`src/rtl/l2_arbiter_rr.sv`:
```
// ============================================================================
// Module   : l2_arbiter_rr
// Purpose  : Round-robin arbiter sharing one L2 port between I- and D-caches.
// Revision : 1.0
// ============================================================================
`default_nettype none

module l2_arbiter_rr #(
    parameter int ADDR_W = 16,
    parameter int LINE_W = 128
) (
    input  logic              clk,
    input  logic              rst_n,

    input  logic              I_read,
    input  logic [ADDR_W-1:0] I_addr,
    output logic [LINE_W-1:0] I_rdata,
    output logic              I_resp,

    input  logic              D_read,
    input  logic              D_write,
    input  logic [ADDR_W-1:0] D_addr,
    input  logic [LINE_W-1:0] D_wdata,
    output logic [LINE_W-1:0] D_rdata,
    output logic              D_resp,

    output logic              L2_read,
    output logic              L2_write,
    output logic [ADDR_W-1:0] L2_addr,
    output logic [LINE_W-1:0] L2_wdata,
    input  logic [LINE_W-1:0] L2_rdata,
    input  logic              L2_resp
);

    localparam logic [1:0] IDLE    = 2'd0;
    localparam logic [1:0] GRANT_I = 2'd1;
    localparam logic [1:0] GRANT_D = 2'd2;
    localparam logic [1:0] RECOVER = 2'd3;

    logic [1:0] r_state;
    logic       r_last_d;
    logic       w_d_req;
    logic       w_pick_i;

    assign w_d_req  = D_read | D_write;
    // I wins when alone, or on a tie when D was served last.
    assign w_pick_i = I_read & (~w_d_req | r_last_d);

    always_ff @(posedge clk or negedge rst_n) begin
        if (!rst_n) begin
            r_state  <= IDLE;
            r_last_d <= 1'b1;
            L2_read  <= 1'b0;
            L2_write <= 1'b0;
            L2_addr  <= '0;
            L2_wdata <= '0;
        end else begin
            case (r_state)
                IDLE: begin
                    if (w_pick_i) begin
                        r_state  <= GRANT_I;
                        L2_addr  <= I_addr;
                        L2_read  <= 1'b1;
                        L2_write <= 1'b0;
                        r_last_d <= 1'b0;
                    end else if (w_d_req) begin
                        r_state  <= GRANT_D;
                        L2_addr  <= D_addr;
                        L2_wdata <= D_wdata;
                        L2_write <= D_write;
                        L2_read  <= ~D_write;
                        r_last_d <= 1'b1;
                    end
                end
                GRANT_I, GRANT_D: begin
                    if (L2_resp) begin
                        r_state  <= RECOVER;
                        L2_read  <= 1'b0;
                        L2_write <= 1'b0;
                    end
                end
                default: begin
                    r_state <= IDLE;
                end
            endcase
        end
    end

    assign I_resp  = (r_state == GRANT_I) & L2_resp;
    assign D_resp  = (r_state == GRANT_D) & L2_resp;
    assign I_rdata = L2_rdata;
    assign D_rdata = L2_rdata;

endmodule

`default_nettype wire

```
`config.mk`:
```
export PLATFORM = sky130hd
export DESIGN_NAME = l2_arbiter_rr
export DESIGN_NICKNAME = d
export VERILOG_FILES = /design/src/rtl/l2_arbiter_rr.sv
export SDC_FILE = /design/constraint.sdc
export NUM_CORES = 1
export LEC_CHECK = 0
export ABC_AREA = 1
export CORE_AREA = 2 2 272 274
export DETAILED_ROUTE_END_ITERATION = 10
export DIE_AREA = 0 0 274 276
export SLEW_MARGIN = 20
export SYNTH_ARGS = -nofsm -noshare
export SYNTH_HDL_FRONTEND = slang
export SYNTH_SLANG_ARGS = --single-unit
```
`constraint.sdc`:
```
create_clock -name clk -period 2.4 [get_ports clk]
set_input_delay 0.72 -clock clk [delete_from_list [all_inputs] [get_ports clk]]
set_output_delay 0.72 -clock clk [all_outputs]
set_load 0.1 [all_outputs]
```
==> flow_summary.yaml <==
die:
  rows: 99
  die_y_um: 276
  io_pins: 698
  chipWidth_um: 274
  start_util: 0.113
  core_area_um2: 72600
  die_area_um2: 75600
synthesis:
  synthCells: 995
  synth_area_leader_cell: "dfrtp_1"
  syn_area_um2: 8200
  synth_area_leaders: "dfrtp_1, buf_4, nand2_1, nand3_1, inv_1"
  yosysSeqAreaShare: 0.455
  synth_cell_types: 16
  ys_seq_elements: 149
  synth_nets: 1293
  avgSynthCellArea_um2: 8.24
  yosysTopAreaCellShare: 0.452
  ys.warnings.count: 0
cts:
  numClockSinks: 149
  post-cts-setup-buffer-count: 0
  clk_pin_slew_ns: 0.07
  post_cts_resize_count: 0
  cts_root_buf: "clkbuf_16"
  hold_buffers: 0
  cts_buffers: 17
  worstSkewPairLatency_ns: 0.47
  clockBufferDepth: 2
  htree_levels: 4
  cts_tree: "yes"
layout:
  final_common_cell: "nand2_1"
  drive_gt1_frac: 0.203
  mostFrequentLayoutCells: "nand2_1, nand3_1, clkdlybuf4s50_1"
  seqCellArea_um2: 3730
  multi_input_area_um2: 2110
  post-route-util: 0.152
  finalNetCount: 1347
  final.fill_count: 8342
  area_growth_pct: 34.4
worst_setup_path:
  setup.worst_path.class: "in2out"
  required_ns: 1.68
  crit_family: "buffers and inverters"
  start_kind: "primary input"
  path_cells: "clkdlybuf4s50_1, nand2_1, inv_1, buf_12"
  cpPeakStageDelay_ns: 0.51
  path_max_fanout: 3
  arrival_ns: 1.58
  critPathBufInv: 3
  cp-end-kind: "output port"
  crit_slowest_cell: "clkdlybuf4s50_1"
global_route:
  grt_overflow: 0
  grt_pass1_wl_um: 42100
  grt_pass1_vias: 6315
  groute.usage.overall: 0.0772
  grt_max_degree: 67
  antenna_found_initial: 4
sta:
  worst_pin_slew_ns: 0.473
  skew_ns: 0.00917
  fmax_mhz: 435
  relSlewSlack: 0.684
  setup_viol: 0
  post-route-period-util: 0.957
  finalHoldViolations: 0
  tns_ns: 0
  min_period_ns: 2.30
  maxSlewViolCount: 0
  rsz0062_at_grt: "no"
placement:
  gp_congestion: 0.789
  port_buffers: 313
  dp_hpwl_um: 22100
detailed_routing:
  vias: 6391
  avgRoutedWirePerCell_um: 14.5
  vias_per_cell: 3.16
  wirelength_um: 29300
  drc: 0
  drt-initial-drc-count: 368
  drt-pass1-iter-count: 4
  ant_nets: 0
min_path:
  hp-class: "in2async"
run_status:
  run_status: "finished, final reports clean"
run:
  maxCapViolations: 0
==> cell usage after synthesis (all sizes together) <==
cell type / instances
inv: 57
nor2: 4
ha: 4
or2: 1
o21ai: 19
nand3: 165
dfrtp: 148
buf: 290
dfstp: 1
clkbuf: 16
a21oi: 1
nand2: 289
==> logic make-up (layout without fill, tap and decap cells) <==
kind of cell	Yosys count	after routing	share of synthesized area
AOI/OAI and AO/OA	20	20	0.0140
other	0	3	0
adders and majority gates	4	4	0.00610
buffers and inverters	363	430	0.290
and+or+nand+nor	459	459	0.236
DFF	149	149	0.455
==> routing by layer <==
metal  vias up  wire length, um  part of all wire  track usage
met5         -              175            0.0060       0.0154
met4         6             1240             0.042       0.0460
met3       102             3990              0.14       0.0480
met2       433            12000              0.41        0.104
met1      2902            11900              0.40       0.0899
li1       2948                -                 -            -
==> per-stage QoR <==
| stage | instance area [um^2] | setup WS, ns | cells | hold WS (ns) |
|---|---|---|---|---|
| global placement | 10400 | -0.0195 | 1989 | 0.455 |
| finish | 11000 | 0.102 | 2024 | 0.124 |
| floorplan | 8200 | 0.338 | 995 | 0.424 |
| global route | 11000 | 0.00755 | 2021 | 0.0933 |
| detailed placement | 10400 | -0.0203 | 1989 | 0.459 |
| CTS | 11000 | 0.0473 | 2021 | 0.0638 |
==> final timing paths <==
check	from	slack, ns	cells past startpoint	endpoint
min reg2reg	L2_wdata[88]	0.47	2	L2_wdata[88]
max	L2_resp	0.10	4	I_resp
max reg2reg	r_state[0]	0.58	9	L2_wdata[31]
min	rst_n	0.12	1	L2_wdata[69]
max in group asynchronous	rst_n	1.57	2	L2_wdata[121]
min in group clk	L2_wdata[88]	0.47	2	L2_wdata[88]
==> state kept, by name, indices dropped and copies added, names as in the netlist <==
name      flops
L2_read       1
L2_write      1
L2_wdata    128
r_state       2
L2_addr      16
r_last_d      1
==> layout make-up <==
class | instances | share of cell area
diodes | 3 | 0.000681
clock buffers | 18 | 0.0398
clock inverters | 14 | 0.0157
inverters | 57 | 0.0194
multi-input cells | 483 | 0.192
flip-flops and latches | 149 | 0.338
well taps | 959 | 0.109
repair buffers | 341 | 0.286
Power is not shown: default switching activity piles up to over one toggle a cycle in this logic, so the estimate is an artifact.
